--- src/rtl/instruction_fetch_unit.sv ---
// ---------------------------------------------------------------------------
// instruction_fetch_unit
//
// Purpose:
//   Owns the fetch PC in front of a combinational program ROM. It converts
//   the byte PC into a ROM word index and registers each fetched instruction
//   into a one-entry valid/ready output stage that feeds decode. It accepts
//   branch/jump redirects from execute and traps illegal fetch addresses in a
//   sticky FAULT state that only reset can leave.
//
// Ports:
//   clk                in   1   clock, all state updates on posedge
//   reset              in   1   asynchronous, active-low reset
//   Redirect_Valid_i   in   1   execute requests a PC change this cycle
//   Redirect_Target_i  in   DW  byte target of the redirect
//   Out_Ready_i        in   1   decode accepts the output register this cycle
//   Rom_Instruction_i  in   DW  combinational ROM data for Rom_Address_o
//   Rom_Address_o      out  DW  ROM word index of the fetch PC
//   Instr_Valid_o      out  1   output register holds a valid instruction
//   Instr_o            out  DW  registered instruction
//   PC_o               out  DW  byte PC of Instr_o
//   PC_Plus4_o         out  DW  PC_o + 4
//   Fault_o            out  1   sticky illegal-fetch flag
//   Fault_Addr_o       out  DW  offending byte address
//   Fetch_Count_o      out  DW  accepted handshakes, wraps
// ---------------------------------------------------------------------------
module instruction_fetch_unit #(
  parameter int                    DATA_WIDTH   = 32,
  parameter int                    MEMORY_DEPTH = 64,
  parameter logic [DATA_WIDTH-1:0] TEXT_BASE    = 32'h0040_0000
) (
  input  logic                  clk,
  input  logic                  reset,
  input  logic                  Redirect_Valid_i,
  input  logic [DATA_WIDTH-1:0] Redirect_Target_i,
  input  logic                  Out_Ready_i,
  input  logic [DATA_WIDTH-1:0] Rom_Instruction_i,
  output logic [DATA_WIDTH-1:0] Rom_Address_o,
  output logic                  Instr_Valid_o,
  output logic [DATA_WIDTH-1:0] Instr_o,
  output logic [DATA_WIDTH-1:0] PC_o,
  output logic [DATA_WIDTH-1:0] PC_Plus4_o,
  output logic                  Fault_o,
  output logic [DATA_WIDTH-1:0] Fault_Addr_o,
  output logic [DATA_WIDTH-1:0] Fetch_Count_o
);

  localparam logic [1:0] S_IDLE  = 2'd0;
  localparam logic [1:0] S_RUN   = 2'd1;
  localparam logic [1:0] S_FAULT = 2'd2;

  // Upper bound is computed one bit wider so a text segment ending at the
  // top of the address space does not wrap to zero.
  localparam logic [DATA_WIDTH:0] LP_SPAN  = (DATA_WIDTH+1)'(MEMORY_DEPTH) << 2;
  localparam logic [DATA_WIDTH:0] LP_LIMIT = {1'b0, TEXT_BASE} + LP_SPAN;

  logic [1:0]            r_state;
  logic [DATA_WIDTH-1:0] r_fetch_pc;
  logic                  r_valid;
  logic [DATA_WIDTH-1:0] r_instr;
  logic [DATA_WIDTH-1:0] r_pc;
  logic [DATA_WIDTH-1:0] r_fault_addr;
  logic [DATA_WIDTH-1:0] r_count;

  logic                  w_load;
  logic                  w_pc_legal;
  logic                  w_target_legal;
  logic [DATA_WIDTH-1:0] w_rom_offset;

  function automatic logic f_legal(input logic [DATA_WIDTH-1:0] addr);
    return (addr[1:0] == 2'b00) && (addr >= TEXT_BASE) && ({1'b0, addr} < LP_LIMIT);
  endfunction

  // The output register may be (re)loaded when empty or being consumed.
  assign w_load         = !r_valid || Out_Ready_i;
  assign w_pc_legal     = f_legal(r_fetch_pc);
  assign w_target_legal = f_legal(Redirect_Target_i);
  assign w_rom_offset   = r_fetch_pc - TEXT_BASE;

  always_ff @(posedge clk or negedge reset) begin
    if (!reset) begin
      r_state      <= S_IDLE;
      r_fetch_pc   <= TEXT_BASE;
      r_valid      <= 1'b0;
      r_instr      <= '0;
      r_pc         <= '0;
      r_fault_addr <= '0;
      r_count      <= '0;
    end else begin
      case (r_state)
        S_IDLE: begin
          r_state <= S_RUN;
        end

        S_RUN: begin
          // Decode took the current entry, even if a redirect then flushes
          // whatever would have followed it.
          if (r_valid && Out_Ready_i) begin
            r_count <= r_count + DATA_WIDTH'(1);
          end

          if (Redirect_Valid_i) begin
            r_valid <= 1'b0;
            if (w_target_legal) begin
              r_fetch_pc <= Redirect_Target_i;
            end else begin
              r_state      <= S_FAULT;
              r_fault_addr <= Redirect_Target_i;
            end
          end else if (w_load && !w_pc_legal) begin
            // Only fault when the bad PC would actually be loaded, so a
            // stalled last instruction is not dropped early.
            r_state      <= S_FAULT;
            r_fault_addr <= r_fetch_pc;
            r_valid      <= 1'b0;
          end else if (w_load) begin
            r_instr    <= Rom_Instruction_i;
            r_pc       <= r_fetch_pc;
            r_valid    <= 1'b1;
            r_fetch_pc <= r_fetch_pc + DATA_WIDTH'(4);
          end
        end

        S_FAULT: begin
          r_valid <= 1'b0;
        end

        default: begin
          r_state <= S_IDLE;
        end
      endcase
    end
  end

  assign Rom_Address_o = {2'b00, w_rom_offset[DATA_WIDTH-1:2]};
  assign Instr_Valid_o = r_valid;
  assign Instr_o       = r_instr;
  assign PC_o          = r_pc;
  assign PC_Plus4_o    = r_pc + DATA_WIDTH'(4);
  assign Fault_o       = (r_state == S_FAULT);
  assign Fault_Addr_o  = r_fault_addr;
  assign Fetch_Count_o = r_count;

endmodule

--- config.mk ---
export PLATFORM = sky130hd
export DESIGN_NAME = instruction_fetch_unit
export DESIGN_NICKNAME = d
export VERILOG_FILES = /design/src/rtl/instruction_fetch_unit.sv
export SDC_FILE = /design/constraint.sdc
export NUM_CORES = 1
export LEC_CHECK = 0
export ABC_CLOCK_PERIOD_IN_PS = 4400
export BUFFER_PORTS_ARGS = -buffer_cell sky130_fd_sc_hd__clkbuf_2
export CORE_ASPECT_RATIO = 0.9
export CORE_MARGIN = 3
export CORE_UTILIZATION = 40
export DETAILED_ROUTE_END_ITERATION = 6
export PLACE_DENSITY_LB_ADDON = 0.12
export SYNTH_ARGS = -nofsm -noshare
export SYNTH_HDL_FRONTEND = slang
export SYNTH_SLANG_ARGS = --single-unit
--- constraint.sdc ---
create_clock -name clk -period 4.4 [get_ports clk]
set_input_delay 0.66 -clock clk [delete_from_list [all_inputs] [get_ports clk]]
set_output_delay 0.66 -clock clk [all_outputs]
set_load 0.05 [all_outputs]
==> results of run 1 <==
==> power by group through the flow <==
stage	Sequential [µW]	Clock, µW	Combinational, µW
2_1_floorplan	1610	0	94.9
3_3_place_gp	1560	0	266
3_5_place_dp	1560	0	268
4_1_cts	1530	1440	269
5_1_grt	1530	1510	288
6_report	1530	1410	265
==> cells in the mapped netlist (19+ instances only) <==
cell type / number / share of area (%)
a21oi_1: 29 / 1.7
a31oi_1: 36 / 2.7
and3_1: 20 / 1.5
buf_4: 25 / 2.2
clkbuf_1: 26 / 1.2
dfrtp_1: 162 / 48
inv_1: 27 / 1.2
mux2_2: 53 / 7.1
mux2i_1: 25 / 3.0
nand2_1: 53 / 2.4
nand3_1: 27 / 1.6
nand4_1: 22 / 1.6
nor2_1: 30 / 1.3
nor4_1: 20 / 1.5
o21ai_0: 19 / 1.1
xnor2_1: 44 / 4.6
xor2_1: 23 / 2.4
==> critical path: stages (launching register included) <==
cell,delay (ns)
dfrtp_1,0.42
ha_1,0.21
nand3_1,0.21
nor4_1,0.91
and4_1,0.31
xor2_1,0.14
clkbuf_2,0.29
==> per-layer routing <==
metal | wire (µm) | vias up | part of all wire [%] | track usage [%]
li1 | - | 3304 | - | -
met1 | 11510 | 3379 | 48 | 30.56
met2 | 10330 | 278 | 43 | 30.96
met3 | 1623 | 26 | 6.8 | 5.101
met4 | 347 | 0 | 1.5 | 5.527
met5 | 0 | - | 0 | 0
==> cell type report <==
class | instances | area (µm²)
Multi-Input combinational cell | 534 | 3846
Sequential cell | 163 | 4080
Fill cell | 1934 | 10000
Tap cell | 280 | 350.3
Clock buffer | 17 | 425.4
Inverter | 27 | 101.3
Timing Repair Buffer | 273 | 1433
Clock inverter | 14 | 118.9
==> through the flow <==
stage | util (%) | hold slack [ns]
final | 50.87 | 0.2902
after detailed placement | 48.20 | 0.4597
after CTS | 50.87 | 0.3703
after global routing | 50.87 | 0.3512
after floorplan | - | 0.3644
after global placement | 48.20 | 0.4541
==> registers in the layout, indices dropped and copies added, names as in the netlist <==
name,cells
r_fetch_pc,32
PC_o,32
Instr_o,32
Fault_Addr_o,32
Fetch_Count_o,32
Instr_Valid_o,1
r_state,2
==> final timing paths <==
path / startpoint / end / cells after the start
worst min register to register: Fetch_Count_o[31] / Fetch_Count_o[31] / 1
worst min-delay path: reset / Instr_o[26] / 1
worst max-delay path: PC_o[3] / PC_Plus4_o[22] / 6
max in group asynchronous: reset / r_fetch_pc[0] / 2
worst max register to register: r_fetch_pc[2] / Instr_o[1] / 8
min in group clk: Rom_Instruction_i[28] / Instr_o[28] / 2
==> cell families after synthesis <==
group / share of synthesized area (%)
AO/OA/AOI/OAI: 10.50
XOR/XNOR: 6.958
adder cells (fa/ha/maj): 1.484
buffers and inverters: 6.128
flip-flops: 48.38
multiplexers: 11.11
other: 0.04447
AND/OR/NAND/NOR: 15.39
==> qor.yml, run 1 <==
run_status:
  outcome: "finished clean"
die:
  start_util_pct: 41.43
  die-height_um: 143.8
  ios: 262
  rows: 49
  die_x_um: 159.1
  die_area_um2: 22860
  core-area_um2: 20350
critical_path:
  worstSetupPathType: "register to output port"
  arrival_ns: 2.91
  crit_path_end_kind: "output port"
  rrSetupSlack_ns: 1.30
  crit_path_start_kind: "register"
  cp_max_fo: 6
  required_ns: 3.74
logic_synthesis:
  async_flop_share_pct: 100.0
  postSynthCellCount: 789
  syn_avg_cell_area_um2: 10.69
  synth_area_um2: 8433
  ys_seq_elements: 163
  synth.yosys.seq_area_share_pct: 48.38
  synth_flop_cell: "dfrtp_1"
  synth_cell_type_count: 60
  synth_edf_count: 0
  ys_warn_count: 0
timing:
  rsz0062_at_grt: "no"
  slew_headroom_pct: 32.70
  setup_slack_ns: 0.8254
  fmax_ghz: 0.2798
  clock_skew_ns: 0.01202
  period_share_pct: 81.24
  hold_viol: 0
  worstMarginPinSlew_ns: 1.000
  drv_slew: 0
  setup_viol: 0
  setup_tns_ns: 0
  fin_crit_ns: 3.575
pwr:
  power_leakage_uw: 0.005306
  internal_power_uw: 2331
  swShare_pct: 27.15
  combinationalPowerShare_pct: 8.3
  power_density_nw_per_um2: 309.1
  fin_total_pwr_uw: 3200
  clockPowerShare_pct: 43.9
  switchingPower_uw: 868.9
  vdd_drop_max_mv: 0.2052
  sequentialPowerShare_pct: 47.8
clock_network:
  clock_path_buffers: 2
  post_cts_buffers: 0
  htreeDepth: 4
  cts_hold_buf: 0
  cts_tree: "yes"
  cts_root_buf: "clkbuf_16"
  cts_resized: 0
  clk_pin_slew_ns: 0.07
  cts_buffers: 17
  cts.sink_count: 163
  clock_latency_ns: 0.43
route:
  initialDrtViolationCount: 586
  dr.pass1.iters: 5
  drt_wl_total_um: 23810
  via_per_inst: 5.342
  vias: 6987
  wl_per_cell_um: 18.21
  ant_nets: 0
  drc: 0
global_routing:
  grt_pass1_wl_um: 38070
  grt_overflow: 0
  first_global_vias: 6803
  grtUsageTotal_pct: 20.84
  grt_max_degree: 98
  antenna_found_initial: 0
finish:
  final_nets: 1094
  drive_above_1_share_pct: 35.60
  antenna_cells: 0
  fin_cells: 1308
  layout_common_cells: "clkbuf_2 (258), dfrtp_1 (162), nand2_1 (53), mux2_2 (53), xnor2_1 (44)"
  final_common_cell: "clkbuf_2"
  postLayoutCellArea_um2: 10350
  syn2layout_area_growth_pct: 22.79
run:
  maxCapViolations: 0
min_path:
  min-delay-path-class: "input port to async pin"
place:
  place_area_um2: 9811
  place_congestion: 0.8368
  hpwl_um: 17360
  preCtsSetupSlack_ns: 1.119
  io_buffer_count: 259
  dp.cells: 1277
(Power assumes the default switching activity.)
==> run 2, diff against run 1 <==
ABC_CLOCK_PERIOD_IN_PS = 3200   (was 4400)
clock period = 3.2 ns   (was 4.4 ns; I/O delays follow)
==> qor.yml, run 2 (synthesis gave the netlist of run 1 again) <==
run_status:
  outcome: "finished clean"
timing:
  slew_headroom_pct: 56.88
  setup_tns_ns: 0
  drv_slew: 0
  fin_crit_ns: 3.006
  setup_viol: 0
  clock_skew_ns: 0.008738
  worstMarginPinSlew_ns: 0.6418
  hold_viol: 0
  period_share_pct: 93.94
  rsz0062_at_grt: "no"
  fmax_ghz: 0.3326
  setup_slack_ns: 0.1938
critical_path:
  rrSetupSlack_ns: 0.60
  required_ns: 2.72
  arrival_ns: 2.53
  cp_max_fo: 6
  crit_path_end_kind: "output port"
  endpoint: "PC_Plus4_o[22]"
  crit_path_start_kind: "register"
  cp-startpoint: "PC_o[3]"
  r2r_cells: 8
  timing.rr.start: "r_fetch_pc[3]"
  r2r-end: "r_fetch_pc[2]"
  worstSetupPathType: "register to output port"
route:
  vias: 7169
  dr.pass1.iters: 7
  ant_nets: 0
  via_per_inst: 5.411
  wl_per_cell_um: 18.39
  initialDrtViolationCount: 548
  drc: 0
  drt_wl_total_um: 24370
global_routing:
  grt_use_met3_pct: 4.640
  grt_overflow: 0
  met1_usage_pct: 32.10
  grt_max_degree: 64
  first_global_vias: 6906
  grt_pass1_wl_um: 39320
  grt_busiest_layer: "met1"
  grtUsageTotal_pct: 21.41
  met2_usage_pct: 31.48
  antenna_found_initial: 0
pwr:
  power_leakage_uw: 0.005479
  fin_total_pwr_uw: 4393
  power_density_nw_per_um2: 415.9
  vdd_drop_max_mv: 0.3062
finish:
  drive_above_1_share_pct: 37.70
  layout_common_cells: "clkbuf_2 (258), dfrtp_1 (162), nand2_1 (53), mux2_2 (53), a31oi_1 (36)"
  fillCellCount: 1923
  antenna_cells: 0
  syn2layout_area_growth_pct: 25.25
  final_common_cell: "clkbuf_2"
  final_nets: 1110
min_path:
  min-delay-path-class: "input port to async pin"
clock_network:
  cts_buffers: 17
  cts.sink_count: 163
  cts_tree: "yes"
  cts_resized: 0
  cts_hold_buf: 0
  clock_latency_ns: 0.42
  post_cts_buffers: 0
  clk_pin_slew_ns: 0.07
  cts_root_buf: "clkbuf_16"
  clock_path_buffers: 2
  htreeDepth: 4
place:
  io_buffer_count: 259
  place_congestion: 0.8574
  preCtsSetupSlack_ns: 0.6383
  hpwl_um: 18080
die:
  start_util_pct: 41.43
  rows: 49
  die_x_um: 159.1
  die_area_um2: 22860
  ios: 262
  core-area_um2: 20350
  die-height_um: 143.8
run:
  maxCapViolations: 0
[run 2: changes by cell type in the layout (fill, tap and decap cells not counted), sizes merged]
cell and change:
inv -3, buf +16, clkinv +4
[run 2: area by class of cell]
cell class	count	area [µm²]	share of cell area, %
timing repair buffer	289	1553	14.70
multi-input combinational	534	3929	37.20
clock buffer	17	425.4	4.027
inverter	27	101.3	0.9595
tap	280	350.3	3.317
sequential	163	4080	38.63
clock inverter	15	123.9	1.173
[run 2: how the worst min path moves through the flow]
stage / start / end / slack (ns) / cells after the start
global placement: Fetch_Count_o[31] / Fetch_Count_o[31] / 0.46 / 1
floorplan: reset / Fault_Addr_o[0] / 0.18 / 0
CTS: reset / PC_o[25] / 0.05 / 1
detailed placement: Fetch_Count_o[31] / Fetch_Count_o[31] / 0.46 / 1
finish: reset / PC_o[25] / 0.02 / 1
global route: reset / PC_o[25] / 0.06 / 1
[run 2: worst max-delay path, cell delays in order, from the launching register on]
cell and delay (ns):
dfrtp_1 0.44, ha_1 0.22, nand3_1 0.21, nor4_1 0.37, buf_4 0.20, and4_1 0.24
xor2_2 0.13, clkbuf_2 0.29
[run 2: through the flow]
step                      hold slack (ns)  std cells  util, %  area (µm²)
after global placement             0.4626       1293    49.19       10010
after global routing              0.06226       1325    51.89       10560
after floorplan                    0.1844        790        -        8519
final                             0.01649       1325    51.89       10560
after CTS                         0.05177       1325    51.89       10560
after detailed placement           0.4639       1293    49.19       10010
[run 2: where the power goes]
group / internal (µW) / total (µW) / switching, µW
logic: 110 / 371 / 261
clock network: 1010 / 1920 / 907
registers: 2090 / 2100 / 17.0
[run 2: routing by layer]
metal  part of all wire [%]  vias to the layer above
met5                      0                        -
met4                    1.3                        0
met3                    7.4                       26
met2                     43                      310
met1                     48                     3511
li1                       -                     3322
